<file path="src/rtl/fpu_pkg.sv">
// fpu_pkg: shared types and widths for the slow-FPU dispatch block.
package fpu_pkg;

    localparam int unsigned FP_REG_W = 5;
    localparam int unsigned DATA_W   = 32;

    typedef enum logic [1:0] {
        CH_IDLE  = 2'd0,
        CH_BUSY  = 2'd1,
        CH_DONE  = 2'd2,
        CH_DRAIN = 2'd3
    } ch_state_e;

endpackage

</file>
<file path="src/rtl/fpu_dispatch_chan.sv">
// fpu_dispatch_chan: one slow-FPU channel -- state machine plus rd/result holding registers.
// Optional feature: FPU_SLOW_DISPATCH_BYPASS_EN lets a BUSY head channel retire on the
// same cycle its result arrives.
module fpu_dispatch_chan
    import fpu_pkg::*;
(
    input  logic                i_clk,
    input  logic                i_rst_n,
    input  logic                i_start,
    input  logic [FP_REG_W-1:0] i_rd,
    input  logic                i_valid,
    input  logic [DATA_W-1:0]   i_result,
    input  logic                i_retire,
    input  logic                i_flush,
    output ch_state_e           o_state,
    output logic [FP_REG_W-1:0] o_rd,
    output logic [DATA_W-1:0]   o_result
);

    ch_state_e           r_state;
    ch_state_e           w_state_nxt;
    logic [FP_REG_W-1:0] r_rd;
    logic [DATA_W-1:0]   r_result;

    // State register.
    always_ff @(posedge i_clk or negedge i_rst_n) begin
        if (!i_rst_n) r_state <= CH_IDLE;
        else          r_state <= w_state_nxt;
    end

    // Next-state logic.
    always_comb begin
        w_state_nxt = r_state;
        case (r_state)
            CH_IDLE: begin
                if (i_start) w_state_nxt = CH_BUSY;
            end
            CH_BUSY: begin
                // A result landing in the flush cycle completes the aborted op, so there is
                // nothing left to drain; waiting for a second pulse would hang the channel.
                if (i_flush) begin
                    w_state_nxt = i_valid ? CH_IDLE : CH_DRAIN;
                end else if (i_valid) begin
`ifdef FPU_SLOW_DISPATCH_BYPASS_EN
                    w_state_nxt = i_retire ? CH_IDLE : CH_DONE;
`else
                    w_state_nxt = CH_DONE;
`endif
                end
            end
            CH_DONE: begin
                if (i_flush || i_retire) w_state_nxt = CH_IDLE;
            end
            CH_DRAIN: begin
                if (i_valid) w_state_nxt = CH_IDLE;
            end
            default: w_state_nxt = CH_IDLE;
        endcase
    end

    // Capture destination register on issue and result on completion.
    always_ff @(posedge i_clk or negedge i_rst_n) begin
        if (!i_rst_n) begin
            r_rd     <= '0;
            r_result <= '0;
        end else begin
            if (i_start && (r_state == CH_IDLE)) r_rd <= i_rd;
            if ((r_state == CH_BUSY) && i_valid && !i_flush) r_result <= i_result;
        end
    end

    assign o_state  = r_state;
    assign o_rd     = r_rd;
    assign o_result = r_result;

endmodule

</file>
<file path="src/rtl/fpu_slow_dispatch.sv">
// fpu_slow_dispatch: round-robin dispatch of slow FPU ops over N_CH channels with in-order
// writeback, flush/drain handling and register-hazard checks.
// Optional feature: FPU_SLOW_DISPATCH_BYPASS_EN forwards a head channel's result to writeback
// in the cycle it arrives.
module fpu_slow_dispatch
    import fpu_pkg::*;
#(
    parameter int unsigned N_CH  = 2,
    parameter int unsigned N_CHK = 3
) (
    input  logic                        clk,
    input  logic                        rst,
    input  logic                        issue_valid,
    input  logic [FP_REG_W-1:0]         issue_rd,
    output logic                        issue_ready,
    output logic [N_CH-1:0]             ch_en,
    input  logic [N_CH-1:0]             ch_valid,
    input  logic [DATA_W*N_CH-1:0]      ch_result,
    output logic                        wb_valid,
    output logic [FP_REG_W-1:0]         wb_rd,
    output logic [DATA_W-1:0]           wb_data,
    input  logic                        wb_ready,
    input  logic                        flush,
    input  logic [FP_REG_W*N_CHK-1:0]   chk_rd,
    output logic [N_CHK-1:0]            chk_hit,
    output logic [$clog2(N_CH+1)-1:0]   inflight
);

    localparam int unsigned PTR_W = (N_CH > 1) ? $clog2(N_CH) : 1;
    localparam int unsigned CNT_W = $clog2(N_CH + 1);
    localparam logic [PTR_W-1:0] PTR_LAST = PTR_W'(N_CH - 1);

    logic [PTR_W-1:0]    r_head;
    logic [PTR_W-1:0]    r_tail;
    ch_state_e           w_state [N_CH];
    logic [FP_REG_W-1:0] w_rd    [N_CH];
    logic [DATA_W-1:0]   w_res   [N_CH];
    logic [DATA_W-1:0]   w_lane  [N_CH];
    logic                w_accept;
    logic                w_retire;
    logic [N_CH-1:0]     w_retire_vec;

    function automatic logic [PTR_W-1:0] ptr_inc(input logic [PTR_W-1:0] p);
        return (p == PTR_LAST) ? '0 : p + PTR_W'(1);
    endfunction

    for (genvar gi = 0; gi < N_CH; gi++) begin : g_ch
        assign w_lane[gi] = ch_result[DATA_W*gi +: DATA_W];

        fpu_dispatch_chan u_chan (
            .i_clk    (clk),
            .i_rst_n  (rst),
            .i_start  (ch_en[gi]),
            .i_rd     (issue_rd),
            .i_valid  (ch_valid[gi]),
            .i_result (w_lane[gi]),
            .i_retire (w_retire_vec[gi]),
            .i_flush  (flush),
            .o_state  (w_state[gi]),
            .o_rd     (w_rd[gi]),
            .o_result (w_res[gi])
        );
    end

    // Issue acceptance: only the tail channel may take a new op.
    always_comb begin
        issue_ready = rst && (w_state[r_tail] == CH_IDLE) && !flush;
        w_accept    = issue_valid && issue_ready;
        ch_en       = '0;
        for (int unsigned i = 0; i < N_CH; i++) begin
            if (w_accept && (r_tail == PTR_W'(i))) ch_en[i] = 1'b1;
        end
    end

    // Writeback mux from the head channel and per-channel retire strobe.
    always_comb begin
        wb_valid = 1'b0;
        wb_rd    = '0;
        wb_data  = '0;
        if (w_state[r_head] == CH_DONE) begin
            wb_valid = 1'b1;
            wb_rd    = w_rd[r_head];
            wb_data  = w_res[r_head];
        end
`ifdef FPU_SLOW_DISPATCH_BYPASS_EN
        else if ((w_state[r_head] == CH_BUSY) && ch_valid[r_head]) begin
            wb_valid = 1'b1;
            wb_rd    = w_rd[r_head];
            wb_data  = w_lane[r_head];
        end
`endif
        w_retire     = wb_valid && wb_ready;
        w_retire_vec = '0;
        for (int unsigned i = 0; i < N_CH; i++) begin
            if (w_retire && (r_head == PTR_W'(i))) w_retire_vec[i] = 1'b1;
        end
    end

    // Hazard compare and in-flight count over BUSY/DONE channels.
    always_comb begin
        chk_hit  = '0;
        inflight = '0;
        for (int unsigned i = 0; i < N_CH; i++) begin
            if ((w_state[i] == CH_BUSY) || (w_state[i] == CH_DONE)) begin
                inflight = inflight + CNT_W'(1);
                for (int unsigned k = 0; k < N_CHK; k++) begin
                    if (w_rd[i] == chk_rd[FP_REG_W*k +: FP_REG_W]) chk_hit[k] = 1'b1;
                end
            end
        end
    end

    // Head/tail pointers; flush returns both to channel 0.
    always_ff @(posedge clk or negedge rst) begin
        if (!rst) begin
            r_head <= '0;
            r_tail <= '0;
        end else if (flush) begin
            r_head <= '0;
            r_tail <= '0;
        end else begin
            if (w_accept) r_tail <= ptr_inc(r_tail);
            if (w_retire) r_head <= ptr_inc(r_head);
        end
    end

endmodule

</file>
<file path="config.mk">
export PLATFORM = sky130hd
export DESIGN_NAME = fpu_slow_dispatch
export DESIGN_NICKNAME = d
export VERILOG_FILES = /design/src/rtl/fpu_pkg.sv /design/src/rtl/fpu_dispatch_chan.sv /design/src/rtl/fpu_slow_dispatch.sv
export SDC_FILE = /design/constraint.sdc
export NUM_CORES = 1
export LEC_CHECK = 0
export ABC_CLOCK_PERIOD_IN_PS = 1800
export CAP_MARGIN = 10
export CORE_MARGIN = 2
export CORE_UTILIZATION = 30
export DETAILED_ROUTE_END_ITERATION = 7
export PLACE_DENSITY_LB_ADDON = 0.1
export SLEW_MARGIN = 10
export SYNTH_ARGS = -nofsm -noshare
export SYNTH_HDL_FRONTEND = slang
export SYNTH_SLANG_ARGS = --single-unit
</file>
<file path="constraint.sdc">
create_clock -name clk -period 1.8 [get_ports clk]
set_input_delay 0.36 -clock clk [delete_from_list [all_inputs] [get_ports clk]]
set_output_delay 0.36 -clock clk [all_outputs]
set_load 0.005 [all_outputs]
</file>
-- Word level (Yosys, flattened, before mapping)
Index checks and enable logic that the tools add are counted.
- register bits after elaboration: 80
- logic and storage cells: 113
- output and inout bits: 46
- equal/unequal tests: 21
- bitwise operators: 4
- $lt $le $gt $ge: 2
- mux-type cells: 49
- add/subtract/negate cells: 3
- reduce and logical (&&, ||, !) cells: 26
- operator list (cell ; number):
    32-bit two-way mux ; 4
    2-bit two-way mux ; 19
    5-bit == test ; 6
    5-bit two-way mux ; 4
    1-bit two-way mux ; 18
    2-bit one-hot mux with 4 select lines ; 2
    1-bit logical AND ; 14
    2-bit == test, second input constant ; 5
    2-bit by 1-bit inequality test with 1-bit output, second input constant ; 4
    4-bit AND reduction ; 2
    2-bit logical NOT ; 3
    3-bit two-way mux ; 2
    3-bit inequality test, second input constant ; 2
    2-bit by 1-bit == test with 1-bit output, second input constant ; 2
    2-bit >= comparator, second input constant ; 2
    1-bit logical OR ; 4
    2-bit inequality test, second input constant ; 2
    1-bit inverter with 2-bit output ; 2
    2-bit nonzero test ; 2
    1-bit adder, second input constant ; 2
    2-bit by 1-bit adder with 2-bit output, second input constant ; 1
    1-bit inverter ; 2
    1-bit logical NOT ; 1

-- Longest topological paths before layout
Gate-level depths: netlist of the first run.
- depth in word-level cells: 12
- mapped depth: 6
- gate-level depth less buffers: 6

-- By module
Synthesis of the first run repeated with hierarchy kept, for this count alone.
- cells, all modules: 328
- area total of the unflattened synthesis: 4454.3 µm²
- by module, submodules not included (module ; area an instance (µm²) ; cells each ; sequential area each (µm²) ; instances):
    fpu_dispatch_chan ; 1666.6 ; 88 ; 975.9 ; 2
    fpu_slow_dispatch ; 1121.1 ; 152 ; 50.0 ; 1

-- Worst setup path before layout of the first run
No wires, ideal clock.
- path type: register to output
- start point: reg r_head
- end point: out wb_data[0]
- setup slack: 0.154 ns
- arrival: 1.286 ns
- cell stages (with the launch flop): 6
- cell sequence: dfrtp_1 -> clkbuf_1 -> buf_2 -> buf_2 -> mux2i_1 -> nor2_1
- longest elaborated chain between the ends: 6
- RTL lines (item ; RTL line ; RTL):
    start, declared ; fpu_slow_dispatch.sv:33 ; logic [PTR_W-1:0] r_head;
    start signal, assigned ; fpu_slow_dispatch.sv:123 ; if (w_retire) r_head <= ptr_inc(r_head);
    1-bit inverter with 2-bit output (implied by the code) * ; fpu_slow_dispatch.sv:80, fpu_slow_dispatch.sv:83 ;
    2-bit two-way mux (implied by the code) (3 in a row) ; fpu_slow_dispatch.sv:80 ; if (w_state[r_head] == CH_DONE) begin
    2-bit == test ; fpu_slow_dispatch.sv:80 ;
    32-bit two-way mux * ; fpu_slow_dispatch.sv:80 ;
    end, declared ; fpu_slow_dispatch.sv:21 ; output logic [DATA_W-1:0] wb_data,
Every way passes the cells marked *; elsewhere a longest branch is shown, timed or not. The select of a mux whose other input is x is not followed.

-- Worst setup path in the final report of the first run
- start point: reg g_ch[1].u_chan.r_state[1]
- end point: reg g_ch[0].u_chan.r_rd[1]
- longest elaborated chain between the ends: 10
- RTL lines (item ; RTL line ; RTL):
    start, declared ; fpu_dispatch_chan.sv:20 ; ch_state_e r_state;
    start signal, assigned ; fpu_dispatch_chan.sv:28 ; else r_state <= w_state_nxt;
    2-bit two-way mux (implied by the code) (3 in a row) ; fpu_slow_dispatch.sv:67 ; issue_ready = rst && (w_state[r_tail] == CH_IDLE) && !flush;
    2-bit logical NOT ; fpu_slow_dispatch.sv:67 ;
    1-bit logical AND (2 in a row) ; fpu_slow_dispatch.sv:67 ;
    1-bit logical AND ; fpu_slow_dispatch.sv:68 ; w_accept = issue_valid && issue_ready;
    1-bit logical AND ; fpu_slow_dispatch.sv:71 ; if (w_accept && (r_tail == PTR_W'(i))) ch_en[i] = 1'b1;
    1-bit two-way mux ; fpu_slow_dispatch.sv:71 ;
    1-bit logical AND ; fpu_dispatch_chan.sv:67 ; if (i_start && (r_state == CH_IDLE)) r_rd <= i_rd;
    end signal, assigned ; fpu_dispatch_chan.sv:67 ;
    end, declared ; fpu_dispatch_chan.sv:22 ; logic [FP_REG_W-1:0] r_rd;
No other way between the ends. The select of a mux whose other input is x is not followed.
A chain may end at the register's enable or synchronous reset.

==> results of run 1 <==
[metal layers]
metal | vias up | share of wire | global-route usage
met5 | - | 0 | 0
met4 | 0 | 0.012 | 0.0603
met3 | 12 | 0.054 | 0.0418
met2 | 92 | 0.50 | 0.285
met1 | 1706 | 0.43 | 0.215
li1 | 1650 | - | -
[registers in the layout, indices dropped and copies added, names as in the netlist]
signal                count
g_ch.u_chan.o_rd         10
r_head                    1
g_ch.u_chan.o_state       4
g_ch.u_chan.o_result     64
r_tail                    1
[cells by family (layout without fill, tap and decap cells)]
group / count (synthesis) / count (layout) / share of synthesized area
xor+xnor: 30 / 30 / 0.0623
compound gates: 12 / 12 / 0.0211
fa+ha+maj: 9 / 9 / 0.0267
simple gates: 79 / 79 / 0.0911
mux: 115 / 115 / 0.295
flops: 80 / 80 / 0.475
buf+inv: 27 / 242 / 0.0291
[worst max-delay path by stage]
stage,start,endpoint,slack [ns],depth (start not counted)
floorplan,r_head,wb_data[0],0.15,5
global placement,chk_rd[3],chk_hit[0],-0.49,6
detailed placement,chk_rd[3],chk_hit[0],-0.52,6
CTS,g_ch[0].u_chan.o_state[0],wb_rd[1],-0.26,7
global route,g_ch[1].u_chan.o_state[1],g_ch[1].u_chan.o_rd[4],-0.29,7
finish,g_ch[1].u_chan.o_state[1],g_ch[0].u_chan.o_rd[1],-0.22,7
[through the flow]
step | std cells | utilization | total power, µW
finish | 747 | 0.555 | 11500
global placement | 693 | 0.443 | 7050
CTS | 727 | 0.509 | 10600
floorplan | 352 | - | 5220
detailed placement | 693 | 0.443 | 7140
global route | 747 | 0.555 | 12200
[layout make-up]
| cell class | instances | area, µm² |
|---|---|---|
| Clock inverter | 7 | 143 |
| Fill cell | 1181 | 6160 |
| Multi-Input combinational cell | 245 | 2850 |
| Clock buffer | 9 | 225 |
| Inverter | 9 | 43.8 |
| Tap cell | 180 | 225 |
| Timing Repair Buffer | 217 | 2170 |
| Sequential cell | 80 | 2010 |
[placed cells by master (no fill, tap or decap), types with 4 or more instances in the layout]
cell	n
nor2_2	8
nor2_4	29
mux2_2	61
xnor2_1	6
ha_4	5
mux2i_1	16
inv_4	4
nand3_1	5
nand2_1	8
dlygate4sd2_1	4
clkdlybuf4s50_1	84
buf_6	30
mux2i_4	22
mux2_4	13
buf_2	38
buf_12	11
clkbuf_16	15
dfrtp_1	73
buf_4	38
inv_1	4
nor2_1	6
bufinv_16	4
xor2_1	24
dfrtp_2	7
ha_1	4
[power groups by stage]
stage               Combinational [µW]  Clock [µW]  Sequential, µW
CTS                               4970        2300            3290
global route                      6240        2390            3560
detailed placement                3970           0            3170
finish                            5810        2250            3440
global placement                  3910           0            3140
floorplan                         2150           0            3070
[critical path: cells and delay by family (launching register included)]
| kind | cells | cell delay (ns) |
|---|---|---|
| flip-flops | 1 | 0.40 |
| AO/OA/AOI/OAI | 1 | 0.21 |
| AND/OR/NAND/NOR | 2 | 0.58 |
| multiplexers | 1 | 0.34 |
| buffers and inverters | 3 | 0.38 |
[what timing repair did]
item,CTS,global route
setup endpoints to repair,56,124
pin swaps,32,23
setup buffers,14,16
gates resized for setup,309,98
gates cloned,4,6
==> out/metrics.yaml, run 1 <==
synth_cell_types: 32
grt_max_degree: 81
drc_errors: 0
grt_pass1_vias: 3644
max_freq_mhz: 495
cts.sinks: 80
synth-seq-area-share: 0.475
synthesis.nets: 452
p_seq_frac: 0.299
whs_ns: 0.156
setup_ws_ns: -0.222
ant_nets: 0
synthArstFlopShare: 1.00
critical-path-max-stage-delay_ns: 0.40
report.final.slew_viol_count: 0
synthesis.area_um2: 4220
skew_ns: 0.00949
drt_iter0_drc: 75
dr.pass1.iters: 4
crit_path_cell_trace: "buf_6 -> or3b_4 -> buf_6 -> buf_6 -> a21oi_4 -> nand3_4 -> mux2_4"
crit_type: "reg -> reg"
netlist_instances: 352
ios: 137
p_clk_frac: 0.196
endpoint_kind: "flop"
setup_viol: 86
cts_buffer_depth: 2
drt-vias-per-instance: 4.63
run_status: "complete, but fails checks"
ys.flop_type: "dfrtp_1"
clk_pin_slew_ns: 0.06
die-height_um: 123
synth_area_per_cell_um2: 12.0
yosys.area.top_type_share: 0.475
cts_hold_repair.buffers: 0
final-hold-violation-count: 0
cts_max_level: 3
dpl_cell_area_um2: 6130
gp_congestion: 0.794
die_area_um2: 15000
finalInstanceArea_um2: 7670
drt-total-wl_um: 13300
yosys.cell_count.top_type: "dfrtp_1"
num_rows: 43
grt_pass1_wl_um: 19400
worst_slew_pin_slew_ns: 0.449
yosys_warnings: 0
p_switching_uw: 3840
period_needed_ns: 2.02
post-route-period-util: 1.12
diodes: 0
rrSetupSlack_ns: -0.22
maxSlewHeadroom: 0.701
root_buffer: "clkbuf_16"
timing.setup.tns_ns: -8.80
worst_r2r_endpoint: "g_ch[0].u_chan.o_rd[1]"
crit_required_ns: 2.01
intPower_uw: 7660
rr_worst_depth: 7
synth_top_area_cell: "dfrtp_1"
max-cap-violations: 0
avgRoutedWirePerCell_um: 17.8
grt_setup_unrepaired: "yes"
cts_buffers: 9
violations: "setup timing"
r2r_start: "g_ch[1].u_chan.o_state[1]"
start_util: 0.305
switching_share: 0.334
drive_gt1_frac: 0.563
antenna_found_initial: 0
cp_max_fo: 5
worst_setup_path_start_kind: "flop"
pwr-share-comb: 0.505
hold_class: "in -> async"
cts_tree: "yes"
coreArea_um2: 13800
overflow: 0
portBuffers: 136
dpl.hpwl_um: 8320
powerDensity_nw_per_um2: 1500
synth_edf_count: 0
cellLeakagePower_uw: 0.00332
crit_arrival_ns: 2.24
timing.critical_path.slowest_stage_cell: "dfrtp_1"
layout.nets: 662
cp_common_cell: "buf_6"
synthTopCellsByArea: "dfrtp_1 47%, mux2_2 17%, mux2i_1 9.7%"
die_w_um: 123
ir_drop_mv: 0.650
synth_commonest_cells: "80 x dfrtp_1, 64 x mux2_2, 43 x nor2_1, 41 x mux2i_1, 24 x xor2_1"
track_usage: 0.171
synth_seq_cells: 80
pre_cts_ws_ns: -0.522
dr_total_vias: 3460
clkLatencyLatePin_ns: 0.33
area_delta_synth_final_pct: 81.8
Note: power is estimated with default switching activity, not from simulation.
==> run 2, diff against run 1 <==
--- a/config.mk
+++ b/config.mk
@@ -5,13 +5,14 @@
 export SDC_FILE = /design/constraint.sdc
 export NUM_CORES = 1
 export LEC_CHECK = 0
-export ABC_CLOCK_PERIOD_IN_PS = 1800
+export ABC_CLOCK_PERIOD_IN_PS = 2510
 export CAP_MARGIN = 10
 export CORE_MARGIN = 2
 export CORE_UTILIZATION = 30
 export DETAILED_ROUTE_END_ITERATION = 7
 export PLACE_DENSITY_LB_ADDON = 0.1
-export SLEW_MARGIN = 10
+export SLEW_MARGIN = 20
 export SYNTH_ARGS = -nofsm -noshare
 export SYNTH_HDL_FRONTEND = slang
 export SYNTH_SLANG_ARGS = --single-unit
+export TNS_END_PERCENT = 50
==> constraint.sdc (replaced) <==
create_clock -name clk -period 2.51 [get_ports clk]
set_input_delay 0.502 -clock clk [delete_from_list [all_inputs] [get_ports clk]]
set_output_delay 0.502 -clock clk [all_outputs]
set_load 0.005 [all_outputs]
==> out/metrics.yaml, run 2 (synthesis gave the netlist of run 1 again) <==
run_status: "complete, no violations"
die_area_um2: 15000  # unchanged
drt-total-wl_um: 11700  # -12%
diodes: 0  # unchanged
die-height_um: 123  # unchanged
clk_pin_slew_ns: 0.06  # about the same
clkLatencyLatePin_ns: 0.34  # about the same
ir_drop_mv: 0.411  # -37%
post-route-period-util: 0.996
track_usage: 0.161  # -0.0103
instances_no_fill: 684  # -8.4%
fillers: 1269  # +7.5%
intPower_uw: 4220  # -45%
period_needed_ns: 2.50
cts_max_level: 3  # unchanged
ios: 137  # unchanged
largest_reg_flops: 64  # unchanged
skew_ns: 0.00966  # +0.000176 ns
dpl.hpwl_um: 8030  # -3.5%
cts_buffers: 9  # unchanged
cts_tree: "yes"
pwr-share-comb: 0.419  # -0.086
crit_arrival_ns: 2.00  # -0.24 ns
cts.sinks: 80  # unchanged
overflow: 0  # unchanged
max_freq_mhz: 400
cts_buffer_depth: 2  # unchanged
fin_util: 0.457  # -0.0977
antenna_found_initial: 0  # unchanged
cellLeakagePower_uw: 0.00290  # -12%
p_clk_frac: 0.209  # +0.013
final-hold-violation-count: 0  # unchanged
coreArea_um2: 13800  # unchanged
drt_iter0_drc: 124  # +65%
powerDensity_nw_per_um2: 984  # -34%
report.final.slew_viol_count: 0  # unchanged
grt_pass1_vias: 3419  # -6.2%
grt_max_degree: 52  # -36%
maxSlewHeadroom: 0.537  # -0.163
layout_common_cells: "106 x clkdlybuf4s50_1, 69 x dfrtp_1, 64 x mux2_2"
die_w_um: 123  # unchanged
max-cap-violations: 0  # unchanged
grt_pass1_wl_um: 18000  # -7.4%
portBuffers: 136  # unchanged
gp_congestion: 0.785  # -1.1%
root_buffer: "clkbuf_16"
num_rows: 43  # unchanged
dr.pass1.iters: 4  # unchanged
drc_errors: 0  # unchanged
hold_class: "in -> async"
grt_setup_unrepaired: "yes"
layout.nets: 599  # -9.5%
cp_max_fo: 16  # +11
area_delta_synth_final_pct: 49.8
worst_setup_path_start_kind: "flop"
crit_type: "reg -> out"
ant_nets: 0  # unchanged
crit_required_ns: 2.01  # about the same
switching_share: 0.321  # -0.0128
dr_total_vias: 3187  # -7.9%
worst_slew_pin_slew_ns: 0.694  # +0.245 ns
endpoint_kind: "output port"
p_seq_frac: 0.372  # +0.073
cts_hold_repair.buffers: 0  # unchanged
drive_gt1_frac: 0.262  # -0.301
drt-vias-per-instance: 4.66  # +0.59%
layout_commonest_cell: "clkdlybuf4s50_1"
avgRoutedWirePerCell_um: 17.1  # -3.8%
p_switching_uw: 2000  # -48%
setup_viol: 0  # -100%
start_util: 0.305  # unchanged
placed_cells: 662  # -4.5%
-- run 2: changes by cell type in the layout (fill, tap and decap cells not counted), moves of 6 or more --
| cell | previous run | this run |
|---|---|---|
| buf_12 | 11 | 3 |
| buf_2 | 38 | 0 |
| buf_4 | 38 | 15 |
| buf_6 | 30 | 1 |
| clkbuf_16 | 15 | 9 |
| clkdlybuf4s50_1 | 84 | 106 |
| dlygate4sd2_1 | 4 | 10 |
| dlymetal6s2s_1 | 1 | 19 |
| mux2_1 | 0 | 10 |
| mux2_4 | 13 | 0 |
| mux2i_1 | 16 | 41 |
| mux2i_4 | 22 | 0 |
| nor2_1 | 6 | 36 |
| nor2_4 | 29 | 0 |
-- run 2: per-stage QoR --
step / power, µW / setup slack, ns / hold WS [ns] / cell area [µm²] / TNS (ns)
6_report: 6210 / 0.00925 / 0.233 / 6320 / 0
5_1_grt: 6680 / -0.0581 / 0.266 / 6320 / -0.642
4_1_cts: 6190 / -0.0386 / 0.248 / 6160 / -0.190
3_5_place_dp: 4810 / -0.0948 / 0.492 / 5860 / -0.261
3_3_place_gp: 4750 / -0.0782 / 0.487 / 5860 / -0.183
2_1_floorplan: 3740 / 0.722 / 0.206 / 4220 / 0
-- run 2: repair_timing --
| action | in CTS | in global routing |
|---|---|---|
| setup buffers | 1 | 5 |
| gates cloned | 0 | 0 |
| resized for setup | 17 | 41 |
| pin swaps | 6 | 10 |
| endpoints found under the setup margin | 42 | 42 |
-- run 2: worst paths after layout --
kind / cells after the start / end / from / slack [ns]
worst max-delay path: 6 / wb_data[24] / g_ch[0].u_chan.o_state[0] / 0.009
worst min-delay path: 2 / g_ch[0].u_chan.o_state[0] / rst / 0.23
worst max register to register: 6 / g_ch[0].u_chan.o_result[25] / g_ch[0].u_chan.o_state[0] / 0.73
worst min register to register: 1 / g_ch[0].u_chan.o_result[11] / g_ch[0].u_chan.o_result[11] / 0.50
max in group asynchronous: 3 / g_ch[1].u_chan.o_rd[0] / rst / 1.22
min in group clk: 1 / g_ch[0].u_chan.o_result[11] / g_ch[0].u_chan.o_result[11] / 0.50
-- run 2: power groups by stage --
stage	logic (µW)	registers, µW	clock network (µW)
global route	2880	2400	1400
floorplan	1540	2200	0
CTS	2540	2310	1350
global placement	2450	2300	0
finish	2600	2310	1300
detailed placement	2490	2330	0
-- run 2: cell type report --
class                      instances  area, µm²  share of cell area
clock buffer                      11        233              0.0368
clock inverter                     5       57.6             0.00911
sequential                        80       2020               0.319
multi-input combinational        245       2180               0.345
inverter                           9       33.8             0.00535
timing repair buffer             154       1570               0.249
tap                              180        225              0.0357
-- run 2: routing by layer --
metal	vias to the layer above	share of wire	track usage
li1	1505	-	-
met1	1582	0.44	0.198
met5	-	0	0
met2	90	0.48	0.266
met4	0	0.012	0.0575
met3	10	0.061	0.0493
-- run 2: worst max-delay path, cell delays in order (launching register included) --
cell and delay [ns]:
dfrtp_1 0.41, nand2b_1 0.18, nor2_2 0.14, a21oi_4 0.06, buf_6 0.17, nor2_2 0.16
clkdlybuf4s50_1 0.52
==> run 3, diff against run 2 <==
--- a/config.mk
+++ b/config.mk
@@ -5,8 +5,10 @@
 export SDC_FILE = /design/constraint.sdc
 export NUM_CORES = 1
 export LEC_CHECK = 0
-export ABC_CLOCK_PERIOD_IN_PS = 2510
+export ABC_CLOCK_PERIOD_IN_PS = 2400
 export CAP_MARGIN = 10
+export CELL_PAD_IN_SITES_DETAIL_PLACEMENT = 1
+export CELL_PAD_IN_SITES_GLOBAL_PLACEMENT = 1
 export CORE_MARGIN = 2
 export CORE_UTILIZATION = 30
 export DETAILED_ROUTE_END_ITERATION = 7
==> constraint.sdc (replaced) <==
create_clock -name clk -period 2.4 [get_ports clk]
set_input_delay 0.48 -clock clk [delete_from_list [all_inputs] [get_ports clk]]
set_output_delay 0.48 -clock clk [all_outputs]
set_load 0.005 [all_outputs]
==> out/metrics.yaml, run 3 (synthesis gave the netlist of run 1 again) <==
start_util: 0.305  # unchanged
max_freq_mhz: 410
grt_pass1_vias: 3569  # +4.4%
endpoint_kind: "output port"
die_w_um: 123  # unchanged
pre_cts_ws_ns: -0.175  # -0.0800 ns
powerDensity_nw_per_um2: 1040  # +6.1%
ios: 137  # unchanged
fillers: 1458  # +15%
drive_gt1_frac: 0.278  # +0.0165
violations: "setup timing"
cts.sinks: 80  # unchanged
p_clk_frac: 0.209  # about the same
critPathTopFamily: "simple AND/OR/NAND/NOR gates"
cellLeakagePower_uw: 0.00300  # +3.4%
crit_required_ns: 1.92  # -0.09 ns
layout.nets: 605  # +1.0%
avgRoutedWirePerCell_um: 17.6  # +2.6%
report.final.slew_viol_count: 0  # unchanged
hold_class: "in -> async"
timing.critical_path.slowest_stage_cell: "clkdlybuf4s50_1"
area_delta_synth_final_pct: 52.9
crit_path_cell_trace: "xor2_1 -> nor4_1 -> nand3_1 -> nand2_1 -> clkdlybuf4s50_1"
die-height_um: 123  # unchanged
timing.setup.tns_ns: -0.0612  # -0.0612 ns
critical-path-max-stage-delay_ns: 0.49  # -0.03 ns
period_needed_ns: 2.44
ir_drop_mv: 0.666  # +62%
p_switching_uw: 2190  # +9.5%
switching_share: 0.325  # +0.00357
rr_worst_depth: 5  # -1
max-cap-violations: 0  # unchanged
coreArea_um2: 13800  # unchanged
worst_setup_path_start_kind: "flop"
root_buffer: "clkbuf_16"
fin_util: 0.466  # +0.00941
maxSlewHeadroom: 0.504  # -0.0337
setup_ws_ns: -0.0385  # -0.0478 ns
drt_iter0_drc: 98  # -21%
drc_errors: 0  # unchanged
r2r_start: "g_ch[1].u_chan.o_state[1]"
diodes: 0  # unchanged
grt_max_degree: 79  # +52%
cts_max_level: 3  # unchanged
crit_start: "g_ch[1].u_chan.o_rd[0]"
grt_pass1_wl_um: 18300  # +1.7%
ant_nets: 0  # unchanged
crit_type: "reg -> out"
cts_tree: "yes"
dr_total_vias: 3220  # +1.0%
num_rows: 43  # unchanged
drt-vias-per-instance: 4.67  # +0.16%
layout_common_cells: "85 x clkdlybuf4s50_1, 67 x dfrtp_1, 64 x mux2_2"
largest_reg_flops: 64  # unchanged
dr.pass1.iters: 4  # unchanged
cp.depth: 5  # -1
intPower_uw: 4540  # +7.7%
skew_ns: 0.00685  # -0.00281 ns
clkLatencyLatePin_ns: 0.34  # about the same
cts_buffer_depth: 2  # unchanged
post-route-period-util: 1.02
setup_viol: 3  # +3
worst_slew_pin_slew_ns: 0.745  # +0.0506 ns
portBuffers: 136  # unchanged
cts_buffers: 9  # unchanged
track_usage: 0.161  # about the same
grt_setup_unrepaired: "yes"
crit_buf_inv: 1  # -1
clk_pin_slew_ns: 0.06  # about the same
die_area_um2: 15000  # unchanged
p_seq_frac: 0.362  # -0.010
run_status: "complete, but fails checks"
drt-total-wl_um: 12100  # +3.5%
final-hold-violation-count: 0  # unchanged
layout_commonest_cell: "clkdlybuf4s50_1"
pwr-share-comb: 0.429  # +0.010
dpl.hpwl_um: 8250  # +2.8%
cp_max_fo: 5  # -11
crit_arrival_ns: 1.96  # -0.04 ns
overflow: 0  # unchanged
antenna_found_initial: 0  # unchanged
gp_congestion: 0.815  # +3.8%
==> run 3: routing by layer <==
metal  share of wire  global-route usage  vias up
li1                -                   -     1528
met1            0.45               0.195     1589
met2            0.48               0.273       90
met3           0.055              0.0465       13
met4           0.019              0.0539        0
met5               0                   0        -
==> run 3: repair_timing <==
item                       4_1_cts  5_1_grt
setup endpoints to repair       44       21
gates resized for setup         64       28
hold buffers                     1        0
pin swaps                        7        5
hold endpoints to repair         2        0
setup buffers                    2        7
gates cloned                     0        3
==> run 3: power groups by stage <==
stage          registers [µW]  logic (µW)  clock network, µW
6_report                 2440        2890               1400
4_1_cts                  2460        2750               1460
3_3_place_gp             2430        2570                  0
2_1_floorplan            2300        1610                  0
5_1_grt                  2540        3160               1510
3_5_place_dp             2460        2630                  0
==> run 3: path summary, 6_finish.rpt <==
| kind | endpoint | slack [ns] |
|---|---|---|
| worst max-delay path | chk_hit[1] | -0.04 |
| worst min-delay path | g_ch[1].u_chan.o_state[1] | 0.30 |
| worst max register to register | g_ch[1].u_chan.o_rd[2] | 0.54 |
| worst min register to register | g_ch[0].u_chan.o_result[2] | 0.50 |
| max in group asynchronous | r_head | 1.52 |
| min in group clk | g_ch[0].u_chan.o_result[2] | 0.50 |
==> run 3: area by class of cell <==
type	instances	area, µm²	area share
inverters	9	36.3	0.00563
clock inverters	6	66.3	0.0103
multi-input cells	245	2190	0.339
clock buffers	10	239	0.0371
well taps	180	225	0.0349
flip-flops and latches	80	2020	0.313
repair buffers	160	1670	0.260
==> run 3: worst register-to-register path: cells and delay by family (launching register included) <==
kind	cells	cell delay, ns
flip-flops	1	0.40
AND/OR/NAND/NOR	2	0.63
buffers and inverters	1	0.15
multiplexers	1	0.37
AO/OA/AOI/OAI	1	0.18
==> run 3: through the flow <==
stage	total power, µW	hold slack, ns	area (µm²)	instances
final	6730	0.300	6450	690
after detailed placement	5090	0.287	5860	661
after CTS	6660	0.490	6240	680
after global placement	5000	0.286	5860	661
after floorplan	3910	0.184	4220	352
after global routing	7220	0.397	6450	690
==> RTL change 1: new RTL, config.mk and constraints of run 3 <==
Set the package constant `DATA_W` to 16 (it was 32).
--- a/src/rtl/fpu_pkg.sv
+++ b/src/rtl/fpu_pkg.sv
@@ -2,7 +2,7 @@
 package fpu_pkg;
 
     localparam int unsigned FP_REG_W = 5;
-    localparam int unsigned DATA_W   = 32;
+    localparam int unsigned DATA_W   = 16;
 
     typedef enum logic [1:0] {
         CH_IDLE  = 2'd0,
Ports: changed (resized ch_result and wb_data); port bits go from 137 to 89. The function was not compared with the original's and may differ.
==> RTL change 1 against run 3 <==
- synthesized area fell by 34%
- largest power group unchanged
- utilization fell by 0.97 points
- critical endpoint unchanged
- sequential cell count fell by 32
- sequential share of layout area fell by 2.3 points
- design area fell by 35%
- worst setup slack improved by 0.066 ns
- total power fell by 40%
- fmax rose by 2.8%
- wire length fell by 36%
- count of clock-buffer cells in the layout fell by 4
==> RTL change 1: results (changes against run 3) <==
- First-pass GRT wire length: 12500 um (-32%)
- CTS H-tree depth: 2 (-1)
- Clock buffer count from CTS: 5 (-4)
- Synth Area in XOR/XNOR: 0.0940 (+0.0316)
- GRT Util Overall: 0.159 (-0.00207)
- Drt wl/cell: 16.7 um (-5.2%)
- Register area share after synthesis: 0.430 (-0.0452)
- Met2 GRT Util: 0.264 (-0.00824)
- Post-Synth Adder-Cell Area: 0.0403 (+0.0136)
- Share of layout cells above drive strength 1: 0.268 (-0.0103)
- Met3 wire length: 467 um (-30%)
- Clock transition at path regs: 0.09 ns (+0.03 ns)
- Placer's final routability congestion estimate: 0.840 (+3.1%)
- Max reg flops: 32 (-50%)
- Post-synthesis mux area share: 0.259 (-0.0363)
- Max VDD drop: 383 uV (-42%)
- Outcome: complete, no violations
- Reg2reg end: g_ch[1].u_chan.o_rd[0]
- Remaining antenna violation count: 0 (unchanged)
- Placed cells: 448 (-32%)
- Post-placement cell area: 0.00388 mm2 (-34%)
- Switch share: 0.348 (+0.0234)
- Ant diodes: 0 (unchanged)
- IO Port Bufs: 88 (-35%)
- Critical Path AT: 1.89 ns (-0.07 ns)
- Fin Hold WS: 0.401 ns (+0.101 ns)
- Top post-synthesis cells by count: 48 x dfrtp_1, 32 x mux2_2, 27 x nor2_1, 25 x mux2i_1, 24 x xor2_1
- Met3 Usage GRT: 0.0402 (-0.00625)
- First-iteration detailed-routing DRC count: 77 (-21%)
- R2R cell count: 6 (+1)
- Clock Skews: 0.00675 ns (-0.000102 ns)
- R2R Setup Slk: 0.37 ns (-0.17 ns)
- Worst r2r src: g_ch[0].u_chan.o_state[1]
- HPWL Detailed: 5660 um (-31%)
- Synth unique cells: 31 (-3.1%)
- Worst-skew pair later-pin latency: 0.29 ns (-0.05 ns)
- Pin count of the biggest net entering global routing: 49 (-38%)
- Clock root buffer: clkbuf_8
- Met2 routed WL: 3810 um (-35%)
- Routed met1 length: 3520 um (-35%)
- Nets: 426 (-30%)
- Mapped Nets: 316 (-30%)
- Async SR Flop Fraction: 1.00 (unchanged)
- Vias: 2227 (-31%)
- Vias in the first global route: 2416 (-32%)
- Met1 Use GR: 0.209 (+0.0142)
- Synth Area in Compound Gates: 0.0318 (+0.0107)
- Area contributors post-synth: dfrtp_1 43%, mux2_2 13%, mux2i_1 8.9%, xor2_1 7.5%, ha_1 4.0%
- Pre-CTS setup slack: -0.227 ns (-0.0520 ns)
- Post-Synthesis Cells: 248 (-30%)
- Slew @ Worst Pin: 0.627 ns (-0.117 ns)
- Crit-path leading delay family: buffers and inverters
- Lkg Pwr: 1.91 nW (-36%)
- Total Wirelength: 7830 um (-36%)
[RTL change 1: cell count changes in the layout (fill, tap and decap cells not counted), moves of 5 or more]
cell and delta:
mux2_2 -32, dfrtp_1 -29, clkdlybuf4s50_1 -22, mux2i_1 -16, nor2_1 -13, clkbuf_16 -11
dlygate4sd2_1 -10, dlymetal6s2s_1 -9, buf_4 +8, clkdlybuf4s15_1 -7, clkbuf_8 +5
[RTL change 1: area by class of cell]
| type | count | area, um2 |
|---|---|---|
| clock buffer | 6 | 82.6 |
| clock inverter | 1 | 8.76 |
| fill | 996 | 4970 |
| inverter | 9 | 36.3 |
| multi-input combinational | 181 | 1580 |
| sequential | 48 | 1210 |
| tap | 111 | 139 |
| timing repair buffer | 113 | 1110 |
[RTL change 1: repair_timing]
item	CTS	global route
gates cloned	0	1
endpoints found under the setup margin	25	19
hold endpoints to repair	0	0
buffers inserted	5	8
resized for setup	32	22
pin swaps	9	6
[RTL change 1: worst max-delay path by stage]
stage                  endpoint  slack [ns]                   start  cells after the start
finish               chk_hit[1]        0.03  g_ch[1].u_chan.o_rd[1]                      5
global route         chk_hit[1]       -0.09  g_ch[1].u_chan.o_rd[1]                      5
CTS                  chk_hit[1]       -0.07  g_ch[0].u_chan.o_rd[3]                      5
detailed placement   chk_hit[1]       -0.23               chk_rd[6]                      6
global placement     chk_hit[0]       -0.18               chk_rd[3]                      6
floorplan           wb_data[10]        0.70                  r_head                      5
[RTL change 1: power by group through the flow]
stage | Sequential, mW | Combinational [mW] | Clock, mW
3_3_place_gp | 1.48 | 1.78 | 0
6_report | 1.48 | 2.05 | 0.504
5_1_grt | 1.54 | 2.26 | 0.563
2_1_floorplan | 1.39 | 1.11 | 0
3_5_place_dp | 1.50 | 1.80 | 0
4_1_cts | 1.47 | 1.94 | 0.526
==> RTL change 2: new RTL, flow settings as in run 3 <==
Without the edit above. Reset style: synchronous (`i_rst_n` and `rst`), changed in 3 clocked blocks.
--- a/src/rtl/fpu_dispatch_chan.sv
+++ b/src/rtl/fpu_dispatch_chan.sv
@@ -23,7 +23,7 @@
     logic [DATA_W-1:0]   r_result;
 
     // State register.
-    always_ff @(posedge i_clk or negedge i_rst_n) begin
+    always_ff @(posedge i_clk) begin
         if (!i_rst_n) r_state <= CH_IDLE;
         else          r_state <= w_state_nxt;
     end
@@ -59,7 +59,7 @@
     end
 
     // Capture destination register on issue and result on completion.
-    always_ff @(posedge i_clk or negedge i_rst_n) begin
+    always_ff @(posedge i_clk) begin
         if (!i_rst_n) begin
             r_rd     <= '0;
             r_result <= '0;
--- a/src/rtl/fpu_slow_dispatch.sv
+++ b/src/rtl/fpu_slow_dispatch.sv
@@ -111,7 +111,7 @@
     end
 
     // Head/tail pointers; flush returns both to channel 0.
-    always_ff @(posedge clk or negedge rst) begin
+    always_ff @(posedge clk) begin
         if (!rst) begin
             r_head <= '0;
             r_tail <= '0;
Formal check against the unedited RTL: differs if rst is asserted again (counterexample within 4 cycles, from zero or initial values and one cycle with rst low); with rst held inactive, the same outputs for 4 cycles.
==> RTL change 2 against run 3 <==
- clock skew is 0.0028 ns lower
- design area is 0.70% lower
- via count is 23% higher
- die area stayed put
- wire length is 13% higher
- synthesized area stayed put
- fmax is 2.5% higher
- non-clock buffer count is 2 higher
- worst setup slack better by 0.059 ns
- sequential cell count stayed put
- register-to-register slack better by 0.27 ns
Power is not compared: it rests on default switching activity, and its combinational part moved more than twofold at a synthesized area within 25%.
==> RTL change 2: results (changes against run 3) <==
- Outcome: complete, no violations
- Clock Skews: 0.00401 ns (-0.00284 ns)
- Critical Path AT: 1.90 ns (-0.06 ns)
- Area contributors post-synth: dfxtp_1 38%, nand2_1 12%, mux2i_1 12%, a21boi_0 10%, xor2_1 5.0%
- Register area share after synthesis: 0.380 (-0.0950)
- GRT Util Overall: 0.182 (+0.0211)
- Placer's final routability congestion estimate: 0.783 (-3.9%)
- Share of layout cells above drive strength 1: 0.105 (-0.174)
- Lkg Pwr: 2.86 nW
- Fin Hold WS: 0.456 ns (+0.156 ns)
- Met3 Usage GRT: 0.0358 (-0.0107)
- HP Class: reg -> reg
- TritonRoute pass-1 iters: 4 (unchanged)
- Max incr delay on CP: 0.51 ns (+0.02 ns)
- Pre-CTS setup slack: -0.239 ns (-0.0642 ns)
- First-iteration detailed-routing DRC count: 94 (-4.1%)
- R2R Setup Slk: 0.81 ns (+0.27 ns)
- Hold Startpoint: g_ch[1].u_chan.o_result[29]
- Ant diodes: 0 (unchanged)
- Mapped Nets: 621 (+37%)
- Met2 GRT Util: 0.319 (+0.0469)
- Vias in the first global route: 4223 (+18%)
- HPWL Detailed: 9040 um (+9.6%)
- Vias: 3960 (+23%)
- Top post-synthesis cells by count: 139 x nand2_1, 80 x dfxtp_1, 58 x a21boi_0, 51 x mux2i_1, 42 x nor2_1
- Met1 Use GR: 0.222 (+0.0270)
- Reg2reg end: g_ch[0].u_chan.o_state[1]
- Pin count of the biggest net entering global routing: 83 (+5.1%)
- Nets: 756 (+25%)
- Slew margin rel.: 0.510 (+0.00610)
- First-pass GRT wire length: 21200 um (+16%)
- Layout fillers: 1634 (+12%)
- Maximum fanout along the worst path: 19 (+14)
- Worst r2r src: g_ch[0].u_chan.o_state[1]
- Most used DFF post-synth: dfxtp_1
## RTL change 2: worst max-delay path: cells and delay by family (launching register included)
kind            cells  cell delay [ns]
buf+inv             2             0.69
simple gates        3             0.43
flops               1             0.36
compound gates      1             0.07
## RTL change 2: power breakdown
group,total (mW),internal (mW),switching (mW),leakage [nW]
registers,1.47,1.40,0.0687,0.651
clock network,1.59,1.06,0.533,0.168
logic,0.863,0.452,0.411,2.04
total,3.93,2.92,1.01,2.86
## RTL change 2: worst max-delay path by stage
| stage | depth (start not counted) | from | slack (ns) | endpoint |
|---|---|---|---|---|
| floorplan | 5 | r_head | 0.72 | wb_data[10] |
| global placement | 6 | chk_rd[13] | -0.13 | chk_hit[2] |
| detailed placement | 6 | chk_rd[9] | -0.24 | chk_hit[1] |
| CTS | 6 | g_ch[0].u_chan.o_state[0] | -0.06 | wb_data[3] |
| global route | 6 | g_ch[0].u_chan.o_state[0] | -0.08 | wb_data[7] |
| finish | 6 | g_ch[0].u_chan.o_state[0] | 0.02 | wb_data[14] |
## RTL change 2: logic make-up after synthesis
kind of cell    after synthesis  synth area share
compound gates               77             0.135
xor+xnor                     30            0.0623
fa+ha+maj                    10            0.0297
buf+inv                      49            0.0499
flops                        80             0.380
mux                          51             0.121
simple gates                223             0.222
## RTL change 2: cell type report
type | instances | share of cell area
inverter | 11 | 0.00645
tap | 180 | 0.0352
multi-input combinational | 391 | 0.387
clock inverter | 3 | 0.0141
timing repair buffer | 162 | 0.265
sequential | 80 | 0.253
clock buffer | 11 | 0.0395
## RTL change 2: layer usage
| metal | wire, um | share of wire | up-vias |
|---|---|---|---|
| met4 | 175 | 0.013 | 0 |
| li1 | - | - | 1964 |
| met5 | 0 | 0 | - |
| met1 | 6380 | 0.46 | 1893 |
| met3 | 539 | 0.039 | 11 |
| met2 | 6650 | 0.48 | 92 |
## RTL change 2: through the flow
stage | area [um2] | setup TNS [ns] | power, mW | instances
floorplan | 4220 | 0 | 1.89 | 520
global placement | 5870 | -0.367 | 2.28 | 819
finish | 6400 | 0 | 3.93 | 838
CTS | 6230 | -0.527 | 3.96 | 833
detailed placement | 5870 | -0.543 | 2.30 | 819
global route | 6400 | -0.240 | 4.13 | 838
## RTL change 2: timing repair
action,CTS,global route
setup endpoints to repair,45,35
pin swaps,8,2
hold buffers,0,0
buffers inserted,0,4
gates resized for setup,36,44
cloned,0,1
